--- src/rtl/mc_pkg.sv ---
// Shared types and encodings for the multicycle ARM control decoder.
// Holds the main FSM state enum, mux-select codes and the FSM control bundle.
package mc_pkg;

    typedef enum logic [3:0] {
        S_FETCH    = 4'd0,
        S_DECODE   = 4'd1,
        S_MEMADR   = 4'd2,
        S_MEMREAD  = 4'd3,
        S_MEMWB    = 4'd4,
        S_MEMWRITE = 4'd5,
        S_EXECUTER = 4'd6,
        S_EXECUTEI = 4'd7,
        S_ALUWB    = 4'd8,
        S_BRANCH   = 4'd9,
        S_UNKNOWN  = 4'd10
    } state_t;

    localparam logic [1:0] ALU_ADD = 2'b00;
    localparam logic [1:0] ALU_SUB = 2'b01;
    localparam logic [1:0] ALU_AND = 2'b10;
    localparam logic [1:0] ALU_ORR = 2'b11;

    localparam logic [1:0] OP_DP  = 2'b00;
    localparam logic [1:0] OP_MEM = 2'b01;
    localparam logic [1:0] OP_BR  = 2'b10;

    localparam logic [1:0] RES_ALUOUT    = 2'b00;
    localparam logic [1:0] RES_DATA      = 2'b01;
    localparam logic [1:0] RES_ALURESULT = 2'b10;

    localparam logic [1:0] SRCA_REG = 2'b00;
    localparam logic [1:0] SRCA_PC  = 2'b01;

    localparam logic [1:0] SRCB_REG  = 2'b00;
    localparam logic [1:0] SRCB_IMM  = 2'b01;
    localparam logic [1:0] SRCB_FOUR = 2'b10;

    // Moore outputs of the main FSM, consumed by the top-level decode logic.
    typedef struct packed {
        logic       next_pc;
        logic       ir_write;
        logic       adr_src;
        logic [1:0] result_src;
        logic [1:0] alu_src_a;
        logic [1:0] alu_src_b;
        logic       reg_w;
        logic       mem_w;
        logic       alu_op;
        logic       branch;
    } fsm_ctrl_t;

endpackage

--- src/rtl/mc_decoder_if.sv ---
// Instruction-field inputs and control outputs of the multicycle decoder.
// The state field is a debug view of the main FSM.
interface mc_decoder_if;
    import mc_pkg::*;

    logic [1:0] Op;
    logic [5:0] Funct;
    logic [3:0] Rd;
    logic       PCS;
    logic       RegW;
    logic       MemW;
    logic [1:0] FlagW;
    logic       NextPC;
    logic       IRWrite;
    logic       AdrSrc;
    logic [1:0] ResultSrc;
    logic [1:0] ALUSrcA;
    logic [1:0] ALUSrcB;
    logic [1:0] ALUControl;
    logic [1:0] ImmSrc;
    logic [1:0] RegSrc;
    state_t     state;

    modport master (
        output Op, Funct, Rd,
        input  PCS, RegW, MemW, FlagW, NextPC, IRWrite, AdrSrc, ResultSrc,
               ALUSrcA, ALUSrcB, ALUControl, ImmSrc, RegSrc, state
    );

    modport slave (
        input  Op, Funct, Rd,
        output PCS, RegW, MemW, FlagW, NextPC, IRWrite, AdrSrc, ResultSrc,
               ALUSrcA, ALUSrcB, ALUControl, ImmSrc, RegSrc, state
    );

endinterface

--- src/rtl/mc_main_fsm.sv ---
// Main Moore FSM of the multicycle controller: state register, next-state
// logic and per-state datapath controls including ALUOp and Branch.
module mc_main_fsm
    import mc_pkg::*;
(
    input  logic       clk,
    input  logic       reset,
    input  logic [1:0] op,
    input  logic       is_imm,
    input  logic       is_load,
    output state_t     state,
    output fsm_ctrl_t  ctrl
);

    state_t next;

    always_ff @(posedge clk or posedge reset) begin
        if (reset) state <= S_FETCH;
        else       state <= next;
    end

    always_comb begin
        next = state;
        ctrl = '0;
        case (state)
            S_FETCH: begin
                next            = S_DECODE;
                ctrl.ir_write   = 1'b1;
                ctrl.next_pc    = 1'b1;
                ctrl.alu_src_a  = SRCA_PC;
                ctrl.alu_src_b  = SRCB_FOUR;
                ctrl.result_src = RES_ALURESULT;
            end
            S_DECODE: begin
                case (op)
                    OP_MEM:  next = S_MEMADR;
                    OP_DP:   next = is_imm ? S_EXECUTEI : S_EXECUTER;
                    OP_BR:   next = S_BRANCH;
                    default: next = S_UNKNOWN;
                endcase
                ctrl.alu_src_a  = SRCA_PC;
                ctrl.alu_src_b  = SRCB_FOUR;
                ctrl.result_src = RES_ALURESULT;
            end
            S_MEMADR: begin
                next           = is_load ? S_MEMREAD : S_MEMWRITE;
                ctrl.alu_src_a = SRCA_REG;
                ctrl.alu_src_b = SRCB_IMM;
            end
            S_MEMREAD: begin
                next            = S_MEMWB;
                ctrl.adr_src    = 1'b1;
                ctrl.result_src = RES_ALUOUT;
            end
            S_MEMWB: begin
                next            = S_FETCH;
                ctrl.result_src = RES_DATA;
                ctrl.reg_w      = 1'b1;
            end
            S_MEMWRITE: begin
                next         = S_FETCH;
                ctrl.adr_src = 1'b1;
                ctrl.mem_w   = 1'b1;
            end
            S_EXECUTER: begin
                next           = S_ALUWB;
                ctrl.alu_src_b = SRCB_REG;
                ctrl.alu_op    = 1'b1;
            end
            S_EXECUTEI: begin
                next           = S_ALUWB;
                ctrl.alu_src_b = SRCB_IMM;
                ctrl.alu_op    = 1'b1;
            end
            S_ALUWB: begin
                next            = S_FETCH;
                ctrl.result_src = RES_ALUOUT;
                ctrl.reg_w      = 1'b1;
            end
            S_BRANCH: begin
                next            = S_FETCH;
                ctrl.alu_src_a  = SRCA_REG;
                ctrl.alu_src_b  = SRCB_IMM;
                ctrl.result_src = RES_ALURESULT;
                ctrl.branch     = 1'b1;
            end
            // Undefined opcode parks here until reset; unused encodings recover.
            S_UNKNOWN: next = S_UNKNOWN;
            default:   next = S_FETCH;
        endcase
    end

endmodule

--- src/rtl/mc_decoder.sv ---
// Multicycle ARM control decoder: main FSM plus ALU decode, PC-write request
// and immediate/register-source selects derived from the latched fields.
module mc_decoder
    import mc_pkg::*;
(
    input  logic         clk,
    input  logic         reset,
    mc_decoder_if.slave  bus
);

    state_t    state;
    fsm_ctrl_t ctrl;
    logic [1:0] alu_control;
    logic [1:0] flag_w;
    logic       in_unknown;

    mc_main_fsm u_fsm (
        .clk     (clk),
        .reset   (reset),
        .op      (bus.Op),
        .is_imm  (bus.Funct[5]),
        .is_load (bus.Funct[0]),
        .state   (state),
        .ctrl    (ctrl)
    );

    // Unrecognised Funct codes fall back to ADD with no flag writes.
    always_comb begin
        alu_control = ALU_ADD;
        flag_w      = 2'b00;
        if (ctrl.alu_op) begin
            case (bus.Funct[4:1])
                4'b0100: begin alu_control = ALU_ADD; flag_w = {2{bus.Funct[0]}};    end
                4'b0010: begin alu_control = ALU_SUB; flag_w = {2{bus.Funct[0]}};    end
                4'b0000: begin alu_control = ALU_AND; flag_w = {bus.Funct[0], 1'b0}; end
                4'b1100: begin alu_control = ALU_ORR; flag_w = {bus.Funct[0], 1'b0}; end
                default: begin alu_control = ALU_ADD; flag_w = 2'b00;                end
            endcase
        end
    end

    assign in_unknown = (state == S_UNKNOWN);

    assign bus.PCS        = ctrl.branch | (ctrl.reg_w & (bus.Rd == 4'hF));
    assign bus.RegW       = ctrl.reg_w;
    assign bus.MemW       = ctrl.mem_w;
    assign bus.FlagW      = flag_w;
    assign bus.NextPC     = ctrl.next_pc;
    assign bus.IRWrite    = ctrl.ir_write;
    assign bus.AdrSrc     = ctrl.adr_src;
    assign bus.ResultSrc  = ctrl.result_src;
    assign bus.ALUSrcA    = ctrl.alu_src_a;
    assign bus.ALUSrcB    = ctrl.alu_src_b;
    assign bus.ALUControl = alu_control;
    // Field-derived selects are silenced too so UNKNOWN drives nothing.
    assign bus.ImmSrc     = in_unknown ? 2'b00 : bus.Op;
    assign bus.RegSrc     = in_unknown ? 2'b00 : {bus.Op == OP_MEM, bus.Op == OP_BR};
    assign bus.state      = state;

endmodule

--- src/flat_wrapper.sv ---
// flat-port wrapper written by rule: the top's interface ports become plain ports
module mc_decoder_flat import mc_pkg::*;
  (clk, reset, bus_Op, bus_Funct, bus_Rd, bus_PCS, bus_RegW, bus_MemW, bus_FlagW, bus_NextPC, bus_IRWrite, bus_AdrSrc, bus_ResultSrc, bus_ALUSrcA, bus_ALUSrcB, bus_ALUControl, bus_ImmSrc, bus_RegSrc, bus_state);
  mc_decoder_if bus_i ();
  input  logic clk;
  input  logic reset;
  input wire logic [$bits(bus_i.Op)-1:0] bus_Op;
  input wire logic [$bits(bus_i.Funct)-1:0] bus_Funct;
  input wire logic [$bits(bus_i.Rd)-1:0] bus_Rd;
  output wire logic [$bits(bus_i.PCS)-1:0] bus_PCS;
  output wire logic [$bits(bus_i.RegW)-1:0] bus_RegW;
  output wire logic [$bits(bus_i.MemW)-1:0] bus_MemW;
  output wire logic [$bits(bus_i.FlagW)-1:0] bus_FlagW;
  output wire logic [$bits(bus_i.NextPC)-1:0] bus_NextPC;
  output wire logic [$bits(bus_i.IRWrite)-1:0] bus_IRWrite;
  output wire logic [$bits(bus_i.AdrSrc)-1:0] bus_AdrSrc;
  output wire logic [$bits(bus_i.ResultSrc)-1:0] bus_ResultSrc;
  output wire logic [$bits(bus_i.ALUSrcA)-1:0] bus_ALUSrcA;
  output wire logic [$bits(bus_i.ALUSrcB)-1:0] bus_ALUSrcB;
  output wire logic [$bits(bus_i.ALUControl)-1:0] bus_ALUControl;
  output wire logic [$bits(bus_i.ImmSrc)-1:0] bus_ImmSrc;
  output wire logic [$bits(bus_i.RegSrc)-1:0] bus_RegSrc;
  output wire logic [$bits(bus_i.state)-1:0] bus_state;
  assign bus_i.Op = bus_Op;
  assign bus_i.Funct = bus_Funct;
  assign bus_i.Rd = bus_Rd;
  assign bus_PCS = bus_i.PCS;
  assign bus_RegW = bus_i.RegW;
  assign bus_MemW = bus_i.MemW;
  assign bus_FlagW = bus_i.FlagW;
  assign bus_NextPC = bus_i.NextPC;
  assign bus_IRWrite = bus_i.IRWrite;
  assign bus_AdrSrc = bus_i.AdrSrc;
  assign bus_ResultSrc = bus_i.ResultSrc;
  assign bus_ALUSrcA = bus_i.ALUSrcA;
  assign bus_ALUSrcB = bus_i.ALUSrcB;
  assign bus_ALUControl = bus_i.ALUControl;
  assign bus_ImmSrc = bus_i.ImmSrc;
  assign bus_RegSrc = bus_i.RegSrc;
  assign bus_state = bus_i.state;
  mc_decoder u_core (.clk(clk), .reset(reset), .bus(bus_i));
endmodule
--- config.mk ---
export PLATFORM = sky130hd
export DESIGN_NAME = mc_decoder_flat
export DESIGN_NICKNAME = d
export VERILOG_FILES = /design/src/rtl/mc_pkg.sv /design/src/rtl/mc_decoder_if.sv /design/src/rtl/mc_main_fsm.sv /design/src/rtl/mc_decoder.sv /design/src/flat_wrapper.sv
export SDC_FILE = /design/constraint.sdc
export NUM_CORES = 1
export LEC_CHECK = 0
export ABC_AREA = 1
export CORE_MARGIN = 2
export CORE_UTILIZATION = 35
export DETAILED_ROUTE_END_ITERATION = 16
export PLACE_DENSITY_LB_ADDON = 0.12
export SYNTH_ARGS = -nofsm -noshare
export SYNTH_HDL_FRONTEND = slang
export SYNTH_HIERARCHICAL = 1
export SYNTH_SLANG_ARGS = --single-unit
--- constraint.sdc ---
create_clock -name clk -period 3.3 [get_ports clk]
set_input_delay 0.66 -clock clk [delete_from_list [all_inputs] [get_ports clk]]
set_output_delay 0.66 -clock clk [all_outputs]
set_load 0.005 [all_outputs]
==> impl_metrics.tcl <==
set metrics [dict create \
    crit_chain "clkdlybuf4s50_1 > inv_2 > nor2_1 > nand2_1 > nand2_1 > nand2_1 > nand2_1 > clkdlybuf4s50_1" \
    drt_wl_total_um 1289 \
    nets 140 \
    fin_crit_sh 0.8245 \
    ys_ff_latch 4 \
    htreeDepth 1 \
    clock_power_share 0.108 \
    pwr-share-comb 0.693 \
    overflow 0 \
    via_count 626 \
    cts_sinks 4 \
    dp_slack_ns 0.5805 \
    synth_top_cell_by_area "dfrtp_1" \
    crit_top_cell "nand2_1" \
    cp-end-kind "output pin" \
    yosys.area.top_type_share 0.2000 \
    setup_tns_ns 0 \
    antenna_left 0 \
    p_leak_nw 0.4490 \
    cts_tree "yes" \
    finalHoldViolCount 0 \
    top_register "u_core/u_fsm/state" \
    syn-cell-area_sq_um 500.5 \
    top_level_ports 38 \
    cp.arrival_ns 2.06 \
    cpPeakStageDelay_ns 0.55 \
    cp_slowest_cell "clkdlybuf4s50_1" \
    portBuffers 36 \
    critical_path_class "in2out" \
    path_clk_slew_ns 0.04 \
    switching_share 0.4167 \
    fin_crit_ns 2.721 \
    die_h_um 41.82 \
    clockBufferDepth 2 \
    max_cap_violations 0 \
    hpwlAfterDp_um 1081 \
    postCtsResizedCells 0 \
    clock.fmax_ghz 0.3675 \
    cp_data_required_time_ns 2.64 \
    regArea_sq_um 100.1 \
    grt_pass1_vias 529 \
    start_kind "input port" \
    finalMaxSlewViolations 0 \
    drive_gt1_frac 0.1694 \
    antenna_cells 0 \
    drtPass1Iterations 4 \
    p_int_mw 0.3210 \
    whs_ns 0.6061 \
    drc 0 \
    die_w_um 41.82 \
    area_growth_pct 77.25 \
    syn_nets 101 \
    rows 13 \
    worstSkewPairLatency_ns 0.23 \
    place_congestion 0.8311 \
    cts_root_buf "clkbuf_4" \
    grt_start_max_net_pins 10 \
    syn_avg_cell_area_sq_um 5.753 \
    seq_area_frac_synth 0.2000 \
    rsz0062_at_grt "false" \
    skew_ns 0.003372 \
    initial_core_util 0.3799 \
    core_sq_um 1318 \
    ys_top_cells_by_area "dfrtp_1 20%, nand2_1 15%, nand3_1 14%" \
    r2r_setup_slack_ns 2.23 \
    hold_buffers 0 \
    cts_setup_buffers 0 \
    status "finished clean" \
    largest_reg_flops 4 \
    fin_ws_ns 0.5792 \
    holdCritPathClass "in2async" \
    crit_fanout 4 \
    antenna_found_initial 0 \
    p_seq_frac 0.199 \
    grt_pass1_wl_um 2263 \
    multi_input_area_sq_um 306.5 \
    synth_cell_type_count 18 \
    dieArea_sq_um 1748 \
    vias_per_cell 4.504 \
    yosysWarnings 6 \
    peakVddDrop_mv 0.3567 \
    setup_violations 0 \
    synthCells 87 \
    wl_per_cell_um 9.273 \
    reg_top3 "u_core/u_fsm/state: 4 flops" \
    power_switching_mw 0.2293 \
    nFillCells 122 \
    powerDensity_nw_per_um2 620.4 \
    cts_buffers 3 \
    grt.total_usage 0.1594 \
    drt-initial-drc-count 11 \
]
worst max-delay path: cells and delay by family:
family        cells  cell delay [ns]
buf+inv           3             1.08
simple gates      5             0.32
layer usage:
metal / global-route usage / wire length [um] / up-vias
li1: - / - / 336
met1: 0.2120 / 575 / 264
met2: 0.2438 / 584 / 26
met3: 0.04348 / 128 / 0
met4: 0.05806 / 0 / 0
met5: 0 / 0 / -
synthesized netlist by cell type:
master    count
a21oi_1       2
nor2_1        8
inv_1        14
o21bai_1      1
nand3_2       1
o21ai_1       1
conb_1        1
inv_2         7
o21ai_0       1
nor2_4        4
nand3_1      14
nand2_1      20
nand2_2       2
dfrtp_1       4
buf_4         2
o21ai_2       1
nor3_1        1
nor2_2        3
area by class of cell:
cell class	count	area share
Timing Repair Buffer	36	0.4062
Clock buffer	3	0.02539
Multi-Input combinational cell	60	0.3456
Sequential cell	4	0.1128
Tap cell	15	0.02116
Inverter	21	0.08886
path summary, 6_finish.rpt:
check	from	to	cells after the start
worst max register to register	u_core/u_fsm/state[3]	u_core/u_fsm/state[0]	3
min in group clk	u_core/u_fsm/state[1]	u_core/u_fsm/state[3]	2
worst min register to register	u_core/u_fsm/state[1]	u_core/u_fsm/state[3]	2
max in group asynchronous	reset	u_core/u_fsm/state[0]	2
worst max-delay path	bus_Funct[3]	bus_FlagW[1]	8
worst min-delay path	reset	u_core/u_fsm/state[1]	2
power by group through the flow:
| stage | registers [mW] | clock network, mW | logic, mW |
|---|---|---|---|
| floorplan | 0.106 | 0 | 0.185 |
| global placement | 0.110 | 0 | 0.379 |
| detailed placement | 0.110 | 0 | 0.385 |
| CTS | 0.110 | 0.0633 | 0.386 |
| global route | 0.115 | 0.0662 | 0.421 |
| finish | 0.109 | 0.0596 | 0.381 |
logic make-up (layout without fill, tap and decap cells):
logic type | count (synthesis) | after routing | synth area share
flip-flops | 4 | 4 | 0.2000
AND/OR/NAND/NOR | 53 | 53 | 0.5325
buffers and inverters | 23 | 60 | 0.1875
other | 1 | 1 | 0.007493
AO/OA/AOI/OAI | 6 | 6 | 0.07249
layout by cell type, fill, tap and decap left out, types with 2 or more instances in the layout:
master and instances:
a21oi_1 2, clkbuf_4 3, clkdlybuf4s50_1 36, dfrtp_1 4, inv_1 14, inv_2 7
nand2_1 20, nand2_2 2, nand3_1 14, nor2_1 8, nor2_2 3, nor2_4 4
per-stage QoR:
step                instances    util  area (sq um)  total power [mW]
detailed placement        136  0.6562         864.6            0.4946
floorplan                  87       -         500.5            0.2910
finish                    139  0.6733         887.1            0.5503
global placement          136  0.6562         864.6            0.4894
global route              139  0.6733         887.1            0.6018
CTS                       139  0.6733         887.1            0.5585
Note: power is estimated with default switching activity, not from simulation.
